## src/rtl/uart_tx_if.sv

```systemverilog
// Byte handshake between a producer and the UART transmitter, plus a debug view of the FSM state.
interface uart_tx_if #(
    parameter int DATA_W = 8
);
    // Handshake: a byte moves when tx_valid && tx_ready are both high on a clk edge.
    // The producer holds tx_valid and tx_data stable until that edge. tx_ready never
    // depends on tx_valid.
    logic              tx_valid;
    logic [DATA_W-1:0] tx_data;
    logic              tx_ready;
    logic [2:0]        state_dbg;

    modport master (
        output tx_valid,
        output tx_data,
        input  tx_ready,
        input  state_dbg
    );

    modport slave (
        input  tx_valid,
        input  tx_data,
        output tx_ready,
        output state_dbg
    );
endinterface

```

## src/rtl/uart_tx.sv

```systemverilog
// UART transmitter: start, DATA_W data bits LSB first, even parity, stop; one holding register.
// Define UART_TX_TWO_STOP_EN to stretch the stop bit to two baud intervals.
module uart_tx #(
    parameter int DATA_W = 8
) (
    input  logic       clk,
    input  logic       rst_n,
    input  logic       baud_tick,
    uart_tx_if.slave   bus,
    output logic       tx,
    output logic       busy,
    output logic       tx_done
);
    localparam int CNT_W = $clog2(DATA_W);
    localparam logic [CNT_W-1:0] LAST_BIT = CNT_W'(DATA_W - 1);

    typedef enum logic [2:0] {
        IDLE   = 3'd0,
        START  = 3'd1,
        DATA   = 3'd2,
        PARITY = 3'd3,
        STOP   = 3'd4
    } state_t;

    state_t            state;
    logic [DATA_W-1:0] hold_q;
    logic              hold_full;
    logic [DATA_W-1:0] shift_q;
    logic              parity_q;
    logic [CNT_W-1:0]  cnt;
    logic              stop_last;
    logic              load;

`ifdef UART_TX_TWO_STOP_EN
    logic stop_cnt;
    assign stop_last = (state == STOP) && stop_cnt;
`else
    assign stop_last = (state == STOP);
`endif

    // A new frame starts from IDLE or straight out of the final stop interval.
    assign load = baud_tick && hold_full && ((state == IDLE) || stop_last);

    assign bus.tx_ready  = !hold_full;
    assign bus.state_dbg = state;
    assign busy          = (state != IDLE) || hold_full;

    always_ff @(posedge clk or negedge rst_n) begin
        if (!rst_n) begin
            state     <= IDLE;
            tx        <= 1'b1;
            tx_done   <= 1'b0;
            hold_q    <= '0;
            hold_full <= 1'b0;
            shift_q   <= '0;
            parity_q  <= 1'b0;
            cnt       <= '0;
`ifdef UART_TX_TWO_STOP_EN
            stop_cnt  <= 1'b0;
`endif
        end else begin
            tx_done <= baud_tick && stop_last;

            if (bus.tx_valid && !hold_full) begin
                hold_q    <= bus.tx_data;
                hold_full <= 1'b1;
            end

            if (load) begin
                shift_q   <= hold_q;
                parity_q  <= ^hold_q;
                hold_full <= 1'b0;
                tx        <= 1'b0;
                state     <= START;
            end else if (baud_tick) begin
                case (state)
                    IDLE: tx <= 1'b1;
                    START: begin
                        tx    <= shift_q[0];
                        cnt   <= '0;
                        state <= DATA;
                    end
                    DATA: begin
                        if (cnt == LAST_BIT) begin
                            tx    <= parity_q;
                            state <= PARITY;
                        end else begin
                            // Shift so the next data bit is always at index 1.
                            cnt     <= cnt + 1'b1;
                            tx      <= shift_q[1];
                            shift_q <= {1'b0, shift_q[DATA_W-1:1]};
                        end
                    end
                    PARITY: begin
                        tx    <= 1'b1;
                        state <= STOP;
`ifdef UART_TX_TWO_STOP_EN
                        stop_cnt <= 1'b0;
`endif
                    end
                    STOP: begin
                        tx <= 1'b1;
                        if (stop_last) begin
                            state <= IDLE;
                        end
`ifdef UART_TX_TWO_STOP_EN
                        stop_cnt <= 1'b1;
`endif
                    end
                    default: begin
                        tx    <= 1'b1;
                        state <= IDLE;
                    end
                endcase
            end
        end
    end
endmodule
```

## src/flat_wrapper.sv

```systemverilog
// flat-port wrapper written by rule: the top's interface ports become plain ports
module uart_tx_flat 
#(
    parameter int DATA_W = 8
)
  (clk, rst_n, baud_tick, tx, busy, tx_done, bus_tx_valid, bus_tx_data, bus_tx_ready, bus_state_dbg);
  uart_tx_if #(.DATA_W(DATA_W)) bus_i ();
  input  logic clk;
  input  logic rst_n;
  input  logic baud_tick;
  output logic tx;
  output logic busy;
  output logic tx_done;
  input wire logic [$bits(bus_i.tx_valid)-1:0] bus_tx_valid;
  input wire logic [$bits(bus_i.tx_data)-1:0] bus_tx_data;
  output wire logic [$bits(bus_i.tx_ready)-1:0] bus_tx_ready;
  output wire logic [$bits(bus_i.state_dbg)-1:0] bus_state_dbg;
  assign bus_i.tx_valid = bus_tx_valid;
  assign bus_i.tx_data = bus_tx_data;
  assign bus_tx_ready = bus_i.tx_ready;
  assign bus_state_dbg = bus_i.state_dbg;
  uart_tx #(.DATA_W(DATA_W)) u_core (.clk(clk), .rst_n(rst_n), .baud_tick(baud_tick), .bus(bus_i), .tx(tx), .busy(busy), .tx_done(tx_done));
endmodule
```

## config.mk

```make
export PLATFORM = sky130hd
export DESIGN_NAME = uart_tx_flat
export DESIGN_NICKNAME = d
export VERILOG_FILES = /design/src/rtl/uart_tx_if.sv /design/src/rtl/uart_tx.sv /design/src/flat_wrapper.sv
export SDC_FILE = /design/constraint.sdc
export NUM_CORES = 1
export LEC_CHECK = 0
export ABC_AREA = 1
export BUFFER_PORTS_ARGS = -buffer_cell sky130_fd_sc_hd__buf_2
export CORE_MARGIN = 1
export CORE_UTILIZATION = 55
export CTS_BUF_LIST = sky130_fd_sc_hd__clkbuf_8
export CTS_CLUSTER_DIAMETER = 40
export DETAILED_ROUTE_END_ITERATION = 10
export PLACE_DENSITY = 0.8
export SLEW_MARGIN = 40
export SYNTH_ARGS = -nofsm -noshare
export SYNTH_HDL_FRONTEND = slang
export SYNTH_SLANG_ARGS = --single-unit
```

## constraint.sdc

```tcl
create_clock -name clk -period 1.7 [get_ports clk]
set_input_delay 0.255 -clock clk [delete_from_list [all_inputs] [get_ports clk]]
set_output_delay 0.255 -clock clk [all_outputs]
set_load 0.01 [all_outputs]
```

==> results of run 1 <==
[registers in the layout (all words and copies together), names as in the netlist]
register and cells:
u_core.tx 1, u_core.hold_q 8, u_core.shift_q 8, u_core.tx_done 1, u_core.cnt 3, u_core.bus.state_dbg 3
u_core.parity_q 1, u_core.hold_full 1
[path summary, 6_finish.rpt]
check                                              from                end  slack, ns
min in group asynchronous                         rst_n   u_core.hold_q[4]       0.51
max in group asynchronous                         rst_n  u_core.shift_q[0]       0.81
worst min-delay path                     bus_tx_data[4]   u_core.hold_q[4]       0.23
worst max-delay path            u_core.bus.state_dbg[0]               busy       0.22
worst min register to register                u_core.tx          u_core.tx       0.47
worst max register to register            u_core.cnt[0]  u_core.shift_q[1]       0.25
[critical path, stage by stage (launching register included)]
cell,delay (ns)
sky130_fd_sc_hd__dfrtp_1,0.51
sky130_fd_sc_hd__nor2_4,0.22
sky130_fd_sc_hd__nand3_1,0.08
sky130_fd_sc_hd__buf_2,0.14
[metal layers]
layer / vias to the layer above / wire (um) / global-route usage
li1: 613 / - / -
met1: 544 / 1260 / 0.294
met2: 30 / 1290 / 0.380
met3: 4 / 127 / 0.0517
met4: 0 / 25 / 0.0614
met5: - / 0 / 0
[logic make-up after synthesis]
kind of cell / count (synthesis)
buffers and inverters: 22
AND/OR/NAND/NOR: 106
AO/OA/AOI/OAI: 25
adder cells (fa/ha/maj): 2
XOR/XNOR: 1
flip-flops: 26
[power breakdown]
| part | switching (mW) | internal, mW | total [mW] |
|---|---|---|---|
| Clock | 0.195 | 0.162 | 0.357 |
| Sequential | 0.226 | 0.888 | 1.11 |
| Combinational | 0.918 | 0.514 | 1.43 |
[area by class of cell]
type	count	area [sq um]	share of cell area
clock buffer	3	41.3	0.0261
sequential	26	652	0.412
timing repair buffer	19	100	0.0632
multi-input combinational	134	673	0.425
tap	30	37.5	0.0237
inverter	20	75.1	0.0474
clock inverter	1	3.75	0.00237
[layout by cell type (no fill, tap or decap), drive strengths merged, types with 2 or more instances in the layout]
| cell type | Yosys | layout |
|---|---|---|
| inv | 20 | 21 |
| clkbuf | 0 | 3 |
| o21ai | 14 | 14 |
| ha | 2 | 2 |
| a21oi | 10 | 10 |
| nand3 | 8 | 8 |
| nor2 | 17 | 17 |
| nand2 | 77 | 77 |
| buf | 2 | 18 |
| dfrtp | 25 | 25 |
[stage by stage]
stage / util / setup slack [ns] / std cells / hold slack, ns / instance area (sq um)
final: 0.645 / 0.219 / 233 / 0.226 / 1580
after global routing: 0.645 / 0.0812 / 233 / 0.228 / 1580
after CTS: 0.645 / 0.220 / 233 / 0.232 / 1580
after detailed placement: 0.622 / 0.245 / 228 / 0.289 / 1530
after global placement: 0.622 / 0.325 / 228 / 0.283 / 1530
after floorplan: - / 0.382 / 182 / -0.0406 / 1420
==> load_flow_metrics.sql, run 1 <==
INSERT INTO impl_metrics (metric_group, metric, value, unit) VALUES
('clock_tree', 'cts.repair_timing.setup_buffer_count', '0', ''),
('timing', 'max_slew_headroom', '0.612', ''),
('clock_tree', 'clkSinkCount', '26', ''),
('power', 'total_leakage_power', '0.857', 'nW'),
('timing', 'fin_tns_setup', '0', 'ns'),
('outcome', 'status', 'completed', ''),
('die', 'cell_rows', '18', ''),
('route', 'routed_wire_length_per_instance', '11.6', 'um'),
('clock_tree', 'clk_root_buffer_cell', 'sky130_fd_sc_hd__clkbuf_8', ''),
('min_path', 'worst_hold_path_type', 'in -> reg', ''),
('synth', 'synth_mux_area_frac', '0', ''),
('synth', 'yosys.area_share.adder', '0.0176', ''),
('route', 'drt_first_pass_iters', '4', ''),
('die', 'start_util', '0.580', ''),
('clock_tree', 'number_of_gates_resized_after_cts', '0', ''),
('synth', 'ys.warnings.count', '0', ''),
('global_routing', 'overall_fraction_of_global_route_tracks_in_use', '0.228', ''),
('clock_tree', 'worst_setup_hold_path_clk_slew', '0.09', 'ns'),
('clock_tree', 'tritoncts.num_buffers', '3', ''),
('synth', 'synth_top_cells_by_count', 'sky130_fd_sc_hd__nand2_1 (73), sky130_fd_sc_hd__dfrtp_1 (25), sky130_fd_sc_hd__inv_1 (19)', ''),
('global_routing', 'wire_length_of_the_first_global_routing_pass', '4690', 'um'),
('synth', 'seq_cells_post_synth', '26', ''),
('synth', 'syn-instance-count', '182', ''),
('synth', 'synth_simple_gate_area_frac', '0.332', ''),
('timing', 'unrepaired_setup_endpoints_after_global_routing', 'no', ''),
('clock_tree', 'cts_hold_buf', '1', ''),
('route', 'initialDrtViolationCount', '41', ''),
('global_routing', 'antenna_found_initial', '0', ''),
('finish', 'syn_to_final_growth', '11.3', '%'),
('die', 'die_w', '52.9', 'um'),
('power', 'worst_supply_voltage_drop_on_vdd', '0.000981', 'V'),
('synth', 'seq_area_frac_synth', '0.458', ''),
('global_routing', 'via_count_of_the_first_global_routing_pass', '1121', ''),
('clock_tree', 'clock_tree.buffer_depth', '2', ''),
('route', 'remaining_drc_errors', '0', ''),
('die', 'floorplan.die_area', '0.00279', 'sq mm'),
('timing', 'layout_min_cycle_time', '1.48', 'ns'),
('setup_path', 'crit_path_max_fanout', '8', ''),
('clock_tree', 'clock_network_latency_to_the_later_pin_of_the_worst_skew_pair', '0.27', 'ns'),
('clock_tree', 'tritoncts', 'done', ''),
('setup_path', 'r2r_cells', '7', ''),
('synth', 'synth-compound-area-share', '0.117', ''),
('setup_path', 'endpoint_kind', 'output pin', ''),
('run', 'maxCapViolations', '0', ''),
('finish', 'nNetsFinal', '218', ''),
('synth', 'synthFlopType', 'sky130_fd_sc_hd__dfrtp_1', ''),
('timing', 'timing.final.setup_violations', '0', ''),
('setup_path', 'worst-endpoint-required', '1.44', 'ns'),
('synth', 'synth_edf_count', '0', ''),
('timing', 'fmax', '0.675', 'GHz'),
('route', 'drt_wl_total', '2710', 'um'),
('synth', 'async_set_reset_flop_share_out_of_synthesis', '1.00', ''),
('finish', 'insertedDiodeCount', '0', ''),
('timing', 'final.period_utilization', '0.871', ''),
('synth', 'postSynthAreaPerCell', '7.82', 'sq um'),
('route', 'total_vias_in_the_final_route', '1191', ''),
('route', 'drt.antenna.violating_nets', '0', ''),
('synth', 'dominant_combinational_cell_family_by_area_after_synthesis', 'simple AND/OR/NAND/NOR gates', ''),
('route', 'via_per_inst', '5.11', ''),
('finish', 'share_of_post_route_cells_with_drive_strength_above_1', '0.217', ''),
('synth', 'synthesis.area', '0.00142', 'sq mm'),
('synth', 'synthesis.nets', '196', ''),
('timing', 'worst_slew_pin_slew', '0.582', 'ns'),
('synth', 'yosysTopAreaCellShare', '0.440', ''),
('synth', 'synth_xor_xnor_area_share', '0.00616', ''),
('synth', 'yosys.cell_count.top_type', 'sky130_fd_sc_hd__nand2_1', ''),
('global_routing', 'grt.overflow.total', '0', ''),
('setup_path', 'worstPathArrival', '1.23', 'ns'),
('global_routing', 'grt_max_degree', '27', ''),
('power', 'power_per_cell_area', '1830', 'mW/mm^2'),
('synth', 'synth_cell_types', '27', '');
No activity file was read; power rests on OpenSTA's default activity.
==> run 2: changes to the inputs <==
--- a/config.mk
+++ b/config.mk
@@ -10,3 +10,3 @@
 export CORE_MARGIN = 1
-export CORE_UTILIZATION = 55
+export CORE_UTILIZATION = 45
 export CTS_BUF_LIST = sky130_fd_sc_hd__clkbuf_8
@@ -14,3 +14,3 @@
 export DETAILED_ROUTE_END_ITERATION = 10
-export PLACE_DENSITY = 0.8
+export PLACE_DENSITY = 0.68
 export SLEW_MARGIN = 40
@@ -19 +19,2 @@
 export SYNTH_SLANG_ARGS = --single-unit
+export TNS_END_PERCENT = 20
--- a/constraint.sdc
+++ b/constraint.sdc
@@ -3,2 +3,2 @@
 set_output_delay 0.255 -clock clk [all_outputs]
-set_load 0.01 [all_outputs]
+set_load 0.005 [all_outputs]
==> run 2 against run 1 <==
Net effect:
- cell count is 6.0% higher
- power rose by 4.1%
- critical path type unchanged
- non-clock buffer count unchanged
- clock-buffer cell count is the same
- via count shrank 3.4%
- setup slack got worse by 0.012 ns
==> load_flow_metrics.sql, run 2 (synthesized netlist as in run 1, its figures left out) <==
INSERT INTO impl_metrics (metric_group, metric, value, unit) VALUES
('outcome', 'status', 'completed', ''),
('finish', 'fin_area', '0.00163', 'sq mm'),
('die', 'design.portCount', '19', ''),
('finish', 'syn_to_final_growth', '14.3', '%'),
('finish', 'nNetsFinal', '218', ''),
('clock_tree', 'tritoncts.num_buffers', '3', ''),
('setup_path', 'critical_path_class', 'reg -> out', ''),
('finish', 'insertedDiodeCount', '0', ''),
('route', 'routed_wire_length_per_instance', '10.9', 'um'),
('finish', 'final_core_util', '0.537', ''),
('die', 'cell_rows', '20', ''),
('clock_tree', 'worst_setup_hold_path_clk_slew', '0.09', 'ns'),
('timing', 'timing.final.setup_violations', '0', ''),
('clock_tree', 'cts.htree.levels', '1', ''),
('timing', 'fin_tns_setup', '0', 'ns'),
('timing', 'layout_min_cycle_time', '1.49', 'ns'),
('timing', 'unrepaired_setup_endpoints_after_global_routing', 'no', ''),
('power', 'totalPowerFinal', '3.02', 'mW'),
('setup_path', 'rrSetupSlack', '0.26', 'ns'),
('global_routing', 'grt_max_degree', '27', ''),
('finish', 'final-instance-count-excl-fill', '247', ''),
('setup_path', 'endpoint_kind', 'output pin', ''),
('power', 'internal-power', '1.72', 'mW'),
('run', 'maxCapViolations', '0', ''),
('power', 'power.switching_fraction', '0.432', ''),
('power', 'net-switching-power', '1.31', 'mW'),
('timing', 'final.period_utilization', '0.878', ''),
('clock_tree', 'tritoncts', 'done', ''),
('timing', 'max_slew_headroom', '0.617', ''),
('timing', 'hold_fails_final_rpt', '0', ''),
('route', 'drt_first_pass_iters', '4', ''),
('global_routing', 'via_count_of_the_first_global_routing_pass', '1041', ''),
('clock_tree', 'clock_tree.buffer_depth', '2', ''),
('die', 'floorplan.die_area', '0.00339', 'sq mm'),
('power', 'total_leakage_power', '0.866', 'nW'),
('global_routing', 'wire_length_of_the_first_global_routing_pass', '4710', 'um'),
('setup_path', 'crit_path_max_fanout', '8', ''),
('placed_design', 'placement.io_buffers', '18', ''),
('timing', 'clock-skew-final', '0.00529', 'ns'),
('power', 'p_clk_frac', '0.172', ''),
('global_routing', 'grt.overflow.total', '0', ''),
('clock_tree', 'number_of_gates_resized_after_cts', '0', ''),
('route', 'initialDrtViolationCount', '47', ''),
('route', 'drt.antenna.violating_nets', '0', ''),
('clock_tree', 'cts.repair_timing.setup_buffer_count', '0', ''),
('route', 'via_per_inst', '4.66', ''),
('placed_design', 'post-place-cells', '242', ''),
('clock_tree', 'clkSinkCount', '26', ''),
('setup_path', 'worstPathArrival', '1.24', 'ns'),
('global_routing', 'overall_fraction_of_global_route_tracks_in_use', '0.186', ''),
('die', 'die_w', '58.2', 'um'),
('placed_design', 'place.gp.congestion', '0.779', ''),
('min_path', 'worst_hold_path_type', 'in -> reg', ''),
('placed_design', 'place_hpwl', '2020', 'um'),
('placed_design', 'post_dp_cell_area', '0.00155', 'sq mm'),
('power', 'power_per_cell_area', '1860', 'mW/mm^2'),
('finish', 'biggestRegsByFlops', 'u_core.hold_q x8, u_core.shift_q x8', ''),
('setup_path', 'crit_path_start_kind', 'flip-flop', ''),
('die', 'dieHeight', '58.2', 'um'),
('clock_tree', 'clk_root_buffer_cell', 'sky130_fd_sc_hd__clkbuf_8', ''),
('finish', 'mostFrequentLayoutCells', 'sky130_fd_sc_hd__nand2_1 (73), sky130_fd_sc_hd__dfrtp_1 (25), sky130_fd_sc_hd__inv_1 (19)', ''),
('finish', 'nFillCells', '290', ''),
('setup_path', 'worst-endpoint-required', '1.44', 'ns'),
('route', 'remaining_drc_errors', '0', ''),
('finish', 'share_of_post_route_cells_with_drive_strength_above_1', '0.222', ''),
('die', 'start_util', '0.470', ''),
('power', 'power.share.combinational', '0.459', ''),
('power', 'worst_supply_voltage_drop_on_vdd', '0.000679', 'V'),
('timing', 'worst_slew_pin_slew', '0.574', 'ns'),
('global_routing', 'antenna_found_initial', '0', ''),
('route', 'drt_wl_total', '2690', 'um'),
('die', 'core_area', '0.00303', 'sq mm'),
('route', 'total_vias_in_the_final_route', '1150', ''),
('finish', 'layout_commonest_cell', 'sky130_fd_sc_hd__nand2_1', ''),
('timing', 'report.final.slew_viol_count', '0', ''),
('timing', 'fmax', '0.670', 'GHz'),
('power', 'pwr-share-seq', '0.369', ''),
('clock_tree', 'clock_network_latency_to_the_later_pin_of_the_worst_skew_pair', '0.28', 'ns');
## run 2: changes by cell type in the layout (fill, tap and decap cells not counted), sizes merged
| cell | change |
|---|---|
| inv | -1 |
| bufinv | +1 |
## run 2: what timing repair did
action,4_1_cts,5_1_grt
hold buffers,1,0
hold endpoints to repair,25,0
setup endpoints to repair,0,0
## run 2: power by group through the flow
stage / clock, mW / combinational, mW / sequential, mW
floorplan: 0 / 1.12 / 1.09
global placement: 0 / 1.36 / 1.12
detailed placement: 0 / 1.40 / 1.13
CTS: 0.537 / 1.40 / 1.12
global route: 0.556 / 1.61 / 1.15
finish: 0.518 / 1.39 / 1.12
## run 2: metal layers
layer,GRT usage,vias to the layer above,share of wire
met3,0.0268,5,0.042
met5,0,-,0
li1,-,614,-
met2,0.276,34,0.46
met4,0.0816,0,0.019
met1,0.269,497,0.48
## run 2: final cells by class
cell class,count,area (sq um),area share
flip-flops and latches,26,652,0.401
clock buffers,3,41.3,0.0254
well taps,44,55.1,0.0338
clock inverters,1,30.0,0.0185
inverters,20,75.1,0.0462
repair buffers,19,100,0.0615
multi-input cells,134,673,0.414
## run 2: worst paths after layout
| check | start | to | depth (start not counted) |
|---|---|---|---|
| setup / recovery | u_core.bus.state_dbg[0] | busy | 3 |
| hold / removal | bus_tx_data[4] | u_core.hold_q[4] | 3 |
| setup reg to reg | u_core.bus.state_dbg[0] | u_core.bus.state_dbg[2] | 6 |
| hold reg to reg | u_core.tx | u_core.tx | 2 |
| max in group asynchronous | rst_n | u_core.tx | 2 |
| min in group asynchronous | rst_n | u_core.hold_full | 2 |
## run 2: through the flow
stage                     setup slack (ns)  hold slack, ns
after global routing                 0.113           0.234
final                                0.207           0.219
after detailed placement             0.263           0.289
after floorplan                      0.382         -0.0406
after global placement               0.307           0.282
after CTS                            0.190           0.214
## run 2: critical path: stages (launching register included)
cell                      delay (ns)
sky130_fd_sc_hd__dfrtp_1        0.51
sky130_fd_sc_hd__nor2_4         0.23
sky130_fd_sc_hd__nand3_1        0.09
sky130_fd_sc_hd__buf_2          0.13
